## src/rtl/mem_access_ls.sv

```systemverilog
// Memory-access pipeline stage: passes ALU results to writeback and runs LW/SW/LM/SM
// against a request/grant/response data-memory port, stalling upstream while busy.
//
//   state  | meaning
//   IDLE   | accept a new instruction; non-memory ops retire next cycle
//   REQ    | dm_req held with stable address/data until dm_gnt
//   RESP   | load issued and granted, waiting for dm_rvalid
module mem_access_ls #(
    parameter int unsigned DW    = 16,
    parameter int unsigned AW    = 16,
    parameter int unsigned RW    = 3,
    parameter int unsigned OPW   = 4,
    parameter int unsigned OP_LW = 4,
    parameter int unsigned OP_SW = 5,
    parameter int unsigned OP_LM = 6,
    parameter int unsigned OP_SM = 7
) (
    input  logic                 clk,
    input  logic                 rst,
    input  logic                 in_valid,
    output logic                 in_ready,
    input  logic                 flush,
    input  logic [OPW-1:0]       in_opcode,
    input  logic [AW-1:0]        in_addr,
    input  logic [DW-1:0]        in_store_data,
    input  logic [RW-1:0]        in_rc_addr,
    input  logic [DW-1:0]        in_rc_data,
    input  logic                 in_rc_w_valid,
    input  logic [(2**RW)-1:0]   in_mask,
    output logic [RW-1:0]        sm_rd_addr,
    input  logic [DW-1:0]        sm_rd_data,
    output logic                 dm_req,
    output logic                 dm_we,
    output logic [AW-1:0]        dm_addr,
    output logic [DW-1:0]        dm_wdata,
    input  logic                 dm_gnt,
    input  logic                 dm_rvalid,
    input  logic [DW-1:0]        dm_rdata,
    output logic                 wb_valid,
    output logic [OPW-1:0]       wb_opcode,
    output logic [RW-1:0]        wb_rc_addr,
    output logic [DW-1:0]        wb_rc_data,
    output logic                 wb_rc_w_valid
);

    localparam int NREG = 2**RW;

    typedef enum logic [1:0] {S_IDLE, S_REQ, S_RESP} state_t;
    typedef enum logic [1:0] {K_LW, K_SW, K_LM, K_SM} kind_t;

    state_t            state_q, state_d;
    kind_t             kind_q, kind_d;
    logic [OPW-1:0]    opcode_q, opcode_d;
    logic [RW-1:0]     rc_addr_q, rc_addr_d;
    logic              rc_w_valid_q, rc_w_valid_d;
    logic [AW-1:0]     base_q, base_d;
    logic [AW-1:0]     offset_q, offset_d;
    logic [NREG-1:0]   mask_q, mask_d;
    logic [DW-1:0]     wdata_q, wdata_d;
    logic              wb_valid_q, wb_valid_d;
    logic [OPW-1:0]    wb_opcode_q, wb_opcode_d;
    logic [RW-1:0]     wb_rc_addr_q, wb_rc_addr_d;
    logic [DW-1:0]     wb_rc_data_q, wb_rc_data_d;
    logic              wb_rc_w_valid_q, wb_rc_w_valid_d;

    logic [RW-1:0]     idx;
    logic [NREG-1:0]   mask_rest;
    logic              is_mem_single;
    logic              is_mem_multi;

    // Lowest set mask bit is the register serviced by the current LM/SM transfer.
    always_comb begin
        idx = '0;
        for (int i = NREG - 1; i >= 0; i--) begin
            if (mask_q[i]) idx = RW'(i);
        end
    end

    assign mask_rest = mask_q & (mask_q - NREG'(1));

    assign is_mem_single = (in_opcode == OPW'(OP_LW)) || (in_opcode == OPW'(OP_SW));
    assign is_mem_multi  = (in_opcode == OPW'(OP_LM)) || (in_opcode == OPW'(OP_SM));

    assign in_ready   = (state_q == S_IDLE);
    assign dm_req     = (state_q == S_REQ);
    assign dm_we      = dm_req && (kind_q == K_SW || kind_q == K_SM);
    assign dm_addr    = dm_req ? (base_q + offset_q) : '0;
    assign sm_rd_addr = (dm_req && kind_q == K_SM) ? idx : '0;

    always_comb begin
        dm_wdata = '0;
        if (dm_req && kind_q == K_SM) dm_wdata = sm_rd_data;
        else if (dm_req && kind_q == K_SW) dm_wdata = wdata_q;
    end

    always_comb begin
        state_d         = state_q;
        kind_d          = kind_q;
        opcode_d        = opcode_q;
        rc_addr_d       = rc_addr_q;
        rc_w_valid_d    = rc_w_valid_q;
        base_d          = base_q;
        offset_d        = offset_q;
        mask_d          = mask_q;
        wdata_d         = wdata_q;
        wb_valid_d      = 1'b0;
        wb_opcode_d     = '0;
        wb_rc_addr_d    = '0;
        wb_rc_data_d    = '0;
        wb_rc_w_valid_d = 1'b0;

        case (state_q)
            S_IDLE: begin
                if (in_valid && !flush) begin
                    if (is_mem_single) begin
                        kind_d       = (in_opcode == OPW'(OP_LW)) ? K_LW : K_SW;
                        opcode_d     = in_opcode;
                        rc_addr_d    = in_rc_addr;
                        rc_w_valid_d = in_rc_w_valid;
                        base_d       = in_addr;
                        offset_d     = '0;
                        wdata_d      = in_store_data;
                        state_d      = S_REQ;
                    end else if (is_mem_multi) begin
                        kind_d   = (in_opcode == OPW'(OP_LM)) ? K_LM : K_SM;
                        opcode_d = in_opcode;
                        base_d   = in_addr;
                        offset_d = '0;
                        mask_d   = in_mask;
                        if (in_mask == '0) begin
                            wb_valid_d  = 1'b1;
                            wb_opcode_d = in_opcode;
                        end else begin
                            state_d = S_REQ;
                        end
                    end else begin
                        wb_valid_d      = 1'b1;
                        wb_opcode_d     = in_opcode;
                        wb_rc_addr_d    = in_rc_addr;
                        wb_rc_data_d    = in_rc_data;
                        wb_rc_w_valid_d = in_rc_w_valid;
                    end
                end
            end
            S_REQ: begin
                if (dm_gnt) begin
                    case (kind_q)
                        K_LW, K_LM: state_d = S_RESP;
                        K_SW: begin
                            wb_valid_d   = 1'b1;
                            wb_opcode_d  = opcode_q;
                            wb_rc_addr_d = rc_addr_q;
                            state_d      = S_IDLE;
                        end
                        default: begin
                            mask_d   = mask_rest;
                            offset_d = offset_q + AW'(1);
                            // Only the final SM transfer produces a writeback slot.
                            if (mask_rest == '0) begin
                                wb_valid_d  = 1'b1;
                                wb_opcode_d = opcode_q;
                                state_d     = S_IDLE;
                            end
                        end
                    endcase
                end
            end
            S_RESP: begin
                if (dm_rvalid) begin
                    wb_valid_d   = 1'b1;
                    wb_opcode_d  = opcode_q;
                    wb_rc_data_d = dm_rdata;
                    if (kind_q == K_LM) begin
                        wb_rc_addr_d    = idx;
                        wb_rc_w_valid_d = 1'b1;
                        mask_d          = mask_rest;
                        offset_d        = offset_q + AW'(1);
                        state_d         = (mask_rest != '0) ? S_REQ : S_IDLE;
                    end else begin
                        wb_rc_addr_d    = rc_addr_q;
                        wb_rc_w_valid_d = rc_w_valid_q;
                        state_d         = S_IDLE;
                    end
                end
            end
            default: state_d = S_IDLE;
        endcase
    end

    always_ff @(posedge clk or negedge rst) begin
        if (!rst) begin
            state_q         <= S_IDLE;
            kind_q          <= K_LW;
            opcode_q        <= '0;
            rc_addr_q       <= '0;
            rc_w_valid_q    <= 1'b0;
            base_q          <= '0;
            offset_q        <= '0;
            mask_q          <= '0;
            wdata_q         <= '0;
            wb_valid_q      <= 1'b0;
            wb_opcode_q     <= '0;
            wb_rc_addr_q    <= '0;
            wb_rc_data_q    <= '0;
            wb_rc_w_valid_q <= 1'b0;
        end else begin
            state_q         <= state_d;
            kind_q          <= kind_d;
            opcode_q        <= opcode_d;
            rc_addr_q       <= rc_addr_d;
            rc_w_valid_q    <= rc_w_valid_d;
            base_q          <= base_d;
            offset_q        <= offset_d;
            mask_q          <= mask_d;
            wdata_q         <= wdata_d;
            wb_valid_q      <= wb_valid_d;
            wb_opcode_q     <= wb_opcode_d;
            wb_rc_addr_q    <= wb_rc_addr_d;
            wb_rc_data_q    <= wb_rc_data_d;
            wb_rc_w_valid_q <= wb_rc_w_valid_d;
        end
    end

    assign wb_valid      = wb_valid_q;
    assign wb_opcode     = wb_opcode_q;
    assign wb_rc_addr    = wb_rc_addr_q;
    assign wb_rc_data    = wb_rc_data_q;
    assign wb_rc_w_valid = wb_rc_w_valid_q;

endmodule

```

## config.mk

```make
export PLATFORM = sky130hd
export DESIGN_NAME = mem_access_ls
export DESIGN_NICKNAME = d
export VERILOG_FILES = /design/src/rtl/mem_access_ls.sv
export SDC_FILE = /design/constraint.sdc
export NUM_CORES = 1
export LEC_CHECK = 0
export CORE_MARGIN = 1
export CORE_UTILIZATION = 23
export CTS_BUF_LIST = sky130_fd_sc_hd__clkbuf_4 sky130_fd_sc_hd__clkbuf_8
export CTS_CLUSTER_SIZE = 25
export DETAILED_ROUTE_END_ITERATION = 8
export SYNTH_ARGS = -nofsm -noshare
export SYNTH_HDL_FRONTEND = slang
export SYNTH_SLANG_ARGS = --single-unit
```

## constraint.sdc

```tcl
create_clock -name clk -period 6.8 [get_ports clk]
set_input_delay 1.36 -clock clk [delete_from_list [all_inputs] [get_ports clk]]
set_output_delay 1.36 -clock clk [all_outputs]
set_load 0.01 [all_outputs]
```

# Yosys cells after proc, flatten, opt, wreduce, memory -nomap -nowiden
# Index checks and enable logic that the tools add are counted.
# word_totals
mem_count	0
romBits	0
latchBits	0
register_bits	93
word_cells	143
mem_bits_rw	0
out_inout_bits	63
inputBits	102
# op_classes
n_bitwise	1
mux	84
n_lt_le_gt_ge	0
eq_ne	19
div	0
n_reduce_logical	22
n_mul	0
add_sub_neg	3
shifts	0
# ops
operator	n
2-to-1 mux 16 bit	16
2-to-1 mux 8 bit	7
2-to-1 mux 3 bit	16
one-hot mux 16 bit (3 select lines)	1
2-to-1 mux 4 bit	9
one-hot mux 16 bit (2 select lines)	1
one-hot mux 8 bit (3 select lines)	1
2-to-1 mux 2 bit	9
adder 16 x 1 -> 16 bit, second input constant	1
adder 16 bit	1
equality test 4 x 3 -> 1 bit, second input constant	4
logical NOT 8 bit	2
2-to-1 mux 1 bit	16
one-hot mux 4 bit (3 select lines)	1
one-hot mux 3 bit (3 select lines)	1
AND 8 bit	1
!= test 2 bit, second input constant	4
one-hot mux 4 bit (2 select lines)	1
AND reduction 8 bit	1
nonzero test 8 bit	1
subtractor 8 x 1 -> 8 bit, second input constant	1
AND reduction 7 bit	1
equality test 2 bit, second input constant	3
!= test 2 x 1 -> 1 bit, second input constant	3
18 further kinds	27

# Logic depth before layout (Yosys ltp)
# Gate-level depths: netlist (run 1).
# depth
word_depth	11
depth_mapped	10
depth_no_buf	8

# Least setup slack after synthesis (run 1)
# OpenSTA, ideal clock, no wires.
# synth_timing
kind	register to output
from	reg offset_q[0]
to	out dm_addr[10]
t_arrival_ns	2.315
path_buffers	0
path_slack_ns	3.125
path_stages_with_launch	8
required_ns	5.440
path_cell_list	dfrtp_1 > ha_1 > fa_1 > a211oi_1 > o21ai_0 > a211o_1 > and3_1 > or3_1
# synth_via
elab_chain_len	2
# synth_lines
element	line	rtl
start: declaration	57	logic [AW-1:0] offset_q, offset_d;
start signal: assignment	213	offset_q <= offset_d;
adder 16 bit	87	assign dm_addr = dm_req ? (base_q + offset_q) : '0;
2-to-1 mux 16 bit	87	
end: declaration	34	output logic [AW-1:0] dm_addr,
# No other way between the ends.

# Worst setup path after layout (run 1)
# Same ends and word-level chain as after synthesis.

==> metrics, run 1 <==
mapped cell area 5420 µm²; Leakage Power approximately 3.2 nW; DR iter-0 viols 298; clock root cell clkbuf_8; Post-DP Area 7350 µm²; Post-Place Cells between 1000 and 1500; final setup vio count 0; via count 4850; Max Cap Viol 0; chip height 155 µm; vias in the first global route about 4600; reg-to-reg slack, setup 3.45 ns; Num CTS Buffers 9; antenna cells 0; Worst Tran Pin Value ~1.1 ns; RSZ-0062 raised after global routing false; Finished Layout Cells 1052; Ys Warns 0; Post-synth EDFFs 0; Vias/cell about 4.6; final RePlAce weighted congestion between 0.8 and 0.9; most common cell after layout, fill and taps aside clkdlybuf4s50_1; sequential area share after synthesis 0.429; worst vdd ir 0.000118 V; largest net degree at the start of global routing 50; Final HPWL DP about 12 mm; Core Area 22800 µm²; Clock transition at path regs roughly 0.09 ns; Hold Crit Class flip-flop to flip-flop; Rel. slew slack 0.296; std cell rows 55; DR WL met2 7.18 mm; Fillers roughly 2400; Final Max Tran Viols 0; Final Util 0.331; net count after synthesis 709; DR WL/cell 14.9 µm; CP Launch Point offset_q[0]$_DFFE_PN0P_; DRT antenna net count 0; top_reg_cell synth dfrtp_1; Hold-fix buffers, CTS 0; Ports 165; min Tclk post-route about 4.8 ns; period utilization 0.705; post-synth cell types 66; initial antenna violation count 0; Bufs and invs on worst path 1; Final Cell Area 7560 µm²; maximum clock frequency 0.209 GHz; critical-path maximum fanout 6; final hold vios 0; setup_tns 0 ns; Req. time, crit path approximately 5.4 ns; outcome completed; CP top delay family compound AO/OA/AOI/OAI gates; htree depth 3; worst hold slack 0.492 ns; Worst Path Arrival 3.43 ns; uppermost layer routed met4; CP max stage delay 0.48 ns; CTS Buffer Depth 2; die area around 24000 µm²; P per Cell Area 332 nW/µm²; Post-route DRC 0; cts repair resizes 0; CTS tree done; crit path max-delay cell type clkdlybuf4s50_1; first-pass GRT wire length around 25 mm; Clock Latency Late Sink roughly 0.4 ns; synthesized flop and latch total 93; width of the chip roughly 160 µm; pre-CTS setup slack 2.32 ns; worst r2r src state_q[1]$_DFFE_PN0P_; Setup Fix Bufs, Post-CTS 0; clock sink total between 90 and 100; Global Route Usage Sum 0.133; M1 WL 7.13 mm; final worst slack about 2 ns; Async S/R FF share, synth 1.00; total power 2.51 mW; met3 WL around 1.1 mm; Worst Hold Launch base_q[7]$_DFFE_PN0P_; share of layout cells above drive strength 1 0.0663; Nets 857; critical path startpoint category flip-flop; Initial Util 0.237; Gate Count Post-Synth 586; mean post-synth cell area 9.25 µm²; grt total ovfl 0; Layout area overhead 39.6%; final WL 15.7 mm; CP Cell Sequence ha_1 -> fa_1 -> a211oi_1 -> o21ai_0 -> a211o_1 -> and3_1 -> or3_1 -> clkdlybuf4s50_1; Final Skew roughly 0.017 ns; commonest cells after routing, fill and taps aside clkdlybuf4s50_1 (163), nand2_1 (98), dfrtp_1 (93); CP Capture Type output pin; 1st-pass router iterations 4; IO Port Bufs 164; Crit Path Category flip-flop to output pin
## layout make-up
type,count,area [µm²],share of cell area
timing repair buffer,167,1660,0.220
clock inverter,5,67.6,0.00893
multi-input combinational,450,2920,0.386
sequential,93,2330,0.308
clock buffer,11,145,0.0192
tap,313,392,0.0518
inverter,13,48.8,0.00645
## synth_stat cells, types with 2 or more instances
library cell,count,area (µm²)
clkbuf_1,23,86.3
mux2_2,21,236
and3_1,10,62.6
a221o_1,2,20.0
o21bai_1,3,22.5
nand3_1,16,80.1
a21oi_1,24,120
a31oi_1,4,25.0
nand4b_1,4,35.0
nand2b_1,9,56.3
a222oi_1,2,20.0
or3_1,4,25.0
nor2b_1,6,37.5
a22oi_1,6,45.0
dfrtp_1,93,2330
nor4_1,4,25.0
and4_1,2,17.5
ha_1,20,250
buf_2,4,20.0
o21ai_0,33,165
xor2_1,2,17.5
o211ai_1,4,30.0
a211o_1,2,17.5
o31ai_1,14,105
nor3_1,9,45.0
o21a_1,3,22.5
inv_1,13,48.8
nand2_1,98,368
and2_1,10,62.6
xnor2_1,2,17.5
buf_1,2,7.51
o211a_1,2,20.0
o2bb2ai_1,2,17.5
nor2_1,52,195
a22o_1,19,166
nand4_1,3,18.8
mux2i_1,22,220
a211oi_1,5,37.5
o41ai_1,2,17.5
a21o_1,4,30.0
## where the power goes
group,internal [mW],switching [mW]
combinational,0.593,0.620
sequential,0.723,0.170
clock,0.190,0.216
## routing by layer
layer,vias to the layer above,global-route usage
li1,2425,-
met1,2271,0.175
met2,137,0.206
met3,17,0.0373
met4,0,0.0518
met5,-,0
## worst paths after layout
kind,to,cells past startpoint
min in group asynchronous,wdata_q[11]$_DFFE_PN0P_,1
max in group asynchronous,base_q[8]$_DFFE_PN0P_,2
hold / removal,base_q[7]$_DFFE_PN0P_,2
setup / recovery,dm_addr[10],8
setup reg to reg,wdata_q[14]$_DFFE_PN0P_,7
hold reg to reg,base_q[7]$_DFFE_PN0P_,2
## sequential cells by signal, summed over array words and instances, names as in the netlist
register	count
rc_w_valid_q	1
wb_rc_w_valid	1
wdata_q	16
rc_addr_q	3
offset_q	16
wb_rc_addr	3
base_q	16
wb_opcode	4
opcode_q	4
kind_q	2
state_q	2
wb_rc_data	16
mask_q	8
wb_valid	1
## tightest hold or removal path, delay by kind of cell (launching register included)
kind,cells,cell delay (ns)
simple gates,2,0.11
flops,1,0.36
## cells by family after synthesis
group	share of synthesized area
AO/OA/AOI/OAI	0.191
AND/OR/NAND/NOR	0.205
adder cells (fa/ha/maj)	0.0517
multiplexers	0.0843
XOR/XNOR	0.00647
buffers and inverters	0.0321
flip-flops	0.429
Note: power is estimated with default switching activity, not from simulation.
==> run 2, diff against run 1 <==
==> constraint.sdc (replaced) <==
create_clock -name clk -period 4.45 [get_ports clk]
set_input_delay 0.89 -clock clk [delete_from_list [all_inputs] [get_ports clk]]
set_output_delay 0.89 -clock clk [all_outputs]
set_load 0.01 [all_outputs]
==> run 2 against run 1 <==
Net effect: final cell count increased by 0.48%; combinational power is 59% higher; register-to-register slack got worse by 2.0 ns; die area stayed put; first-iteration DRC count fell by 5.4%; non-clock buffer count rose by 5; routed wire length up 0.22%; clock-buffer cell count grew 1; critical path type unchanged; highest routed layer unchanged.
==> metrics, run 2 (same netlist as run 1, synthesis figures left out) <==
worst hold slack 0.500 ns; Req. time, crit path 3.56 ns; P per Cell Area roughly 500 nW/µm²; CP Capture Type output pin; Vias/cell 4.65; width of the chip about 160 µm; final RePlAce weighted congestion roughly 0.8; setup_tns 0 ns; share of layout cells above drive strength 1 0.0739; Initial Util 0.237; Final Skew 0.00879 ns; Final Cell Area 7580 µm²; CP Cell Sequence ha_1 -> fa_1 -> a211oi_2 -> o21ai_0 -> a211o_1 -> and3_1 -> or3_1 -> clkdlybuf4s50_1; first-pass GRT wire length 25.7 mm; Layout area overhead 39.9%; htree depth 3; std cell rows 55; final WL around 16 mm; worst vdd ir 0.000212 V; Core Area 22800 µm²; antenna cells 0; largest net degree at the start of global routing between 60 and 70; clock sink total 93; final setup vio count 0; Num CTS Buffers 9; final hold vios 0; Stages on worst setup path 8; Bufs and invs on worst path 1; IO Port Bufs 164; via count 4912; DR iter-0 viols 282; Global Route Usage Sum 0.134; outcome completed; 1st-pass router iterations 4; Worst Tran Pin Value 0.837 ns; chip height 155 µm; critical path startpoint category flip-flop; DR WL/cell roughly 15 µm; Hold-fix buffers, CTS 0; Ports approximately 170; Final HPWL DP between 10 and 15 mm; Crit Path Category flip-flop to output pin; Hold Path Stages 2; clock root cell clkbuf_8; Post-DP Area between 7000 and 8000 µm²; commonest cells after routing, fill and taps aside clkdlybuf4s50_1 (163), nand2_1 (98), dfrtp_1 (93); period utilization 0.938; min Tclk post-route 4.18 ns; DRT antenna net count 0; Clock transition at path regs 0.09 ns; Clock Latency Late Sink roughly 0.38 ns; grt total ovfl 0; maximum clock frequency about 0.24 GHz; Final Max Tran Viols 0; Rel. slew slack 0.438; Post-route DRC 0; vias in the first global route 4835; crit path max-delay cell type clkdlybuf4s50_1; worst r2r path cells 5; most common cell after layout, fill and taps aside clkdlybuf4s50_1; RSZ-0062 raised after global routing false; CP top delay family compound AO/OA/AOI/OAI gates; CTS tree done; Nets 862; Fillers ~2400; die area roughly 24000 µm²; CTS Buffer Depth 2; Hold Crit Class flip-flop to flip-flop; Worst Path Arrival 3.29 ns; critical-path maximum fanout 6; initial antenna violation count 0; Max Cap Viol 0; CP max stage delay 0.48 ns; Leakage Power 3.25 nW
==> run 2: cell count changes in the layout (fill, tap and decap cells not counted) <==
cell        delta
bufinv_16      -1
buf_4          +5
inv_8          -1
a211oi_2       +1
a211oi_1       -1
clkinvlp_4     +2
inv_6          -1
clkbuf_8       +1
==> run 2: what timing repair did <==
item	in CTS	in global routing
buffers inserted	0	0
setup endpoints to repair	0	1
gates resized for setup	0	1
==> run 2: path summary, 6_finish.rpt <==
kind	start	endpoint	slack, ns
min in group asynchronous	rst	wdata_q[6]$_DFFE_PN0P_	0.59
hold / removal	base_q[11]$_DFFE_PN0P_	base_q[11]$_DFFE_PN0P_	0.50
setup reg to reg	state_q[0]$_DFFE_PN0P_	offset_q[13]$_DFFE_PN0P_	1.45
setup / recovery	offset_q[0]$_DFFE_PN0P_	dm_addr[10]	0.27
hold reg to reg	base_q[11]$_DFFE_PN0P_	base_q[11]$_DFFE_PN0P_	0.50
max in group asynchronous	rst	base_q[14]$_DFFE_PN0P_	2.92
==> run 2: layout make-up <==
type / count / area (µm²) / share of cell area
inverter: 13 / 48.8 / 0.00643
sequential: 93 / 2330 / 0.307
clock buffer: 12 / 159 / 0.0210
tap: 313 / 392 / 0.0516
clock inverter: 4 / 32.5 / 0.00429
multi-input combinational: 450 / 2930 / 0.386
timing repair buffer: 172 / 1700 / 0.224
==> run 2: layer usage <==
metal | vias to the layer above | global-route usage | part of all wire
met4 | 0 | 0.0411 | 0.017
met2 | 144 | 0.217 | 0.47
met5 | - | 0 | 0
li1 | 2428 | - | -
met3 | 17 | 0.0474 | 0.078
met1 | 2323 | 0.167 | 0.43
==> run 2: through the flow <==
| stage | worst slack (ns) | instances | utilization | total power [mW] |
|---|---|---|---|---|
| 2_1_floorplan | 1.24 | 586 | - | 2.52 |
| 3_3_place_gp | 0.595 | 1041 | 0.323 | 3.24 |
| 3_5_place_dp | 0.583 | 1041 | 0.323 | 3.27 |
| 4_1_cts | 0.152 | 1057 | 0.332 | 3.85 |
| 5_1_grt | 0.124 | 1057 | 0.332 | 4.13 |
| 6_report | 0.274 | 1057 | 0.332 | 3.80 |
==> run 2: where the power goes <==
group	switching, mW	leakage, nW	internal [mW]
registers	0.216	1.23	1.11
logic	1.00	1.93	0.919
clock network	0.314	0.0922	0.242
==> run 2: worst register-to-register path: stages (launching register included) <==
cell      delay (ns)
dfrtp_1         0.43
ha_1            0.43
a222oi_1        0.65
o21ai_2         0.37
or2_0           0.59
o41ai_1         0.42
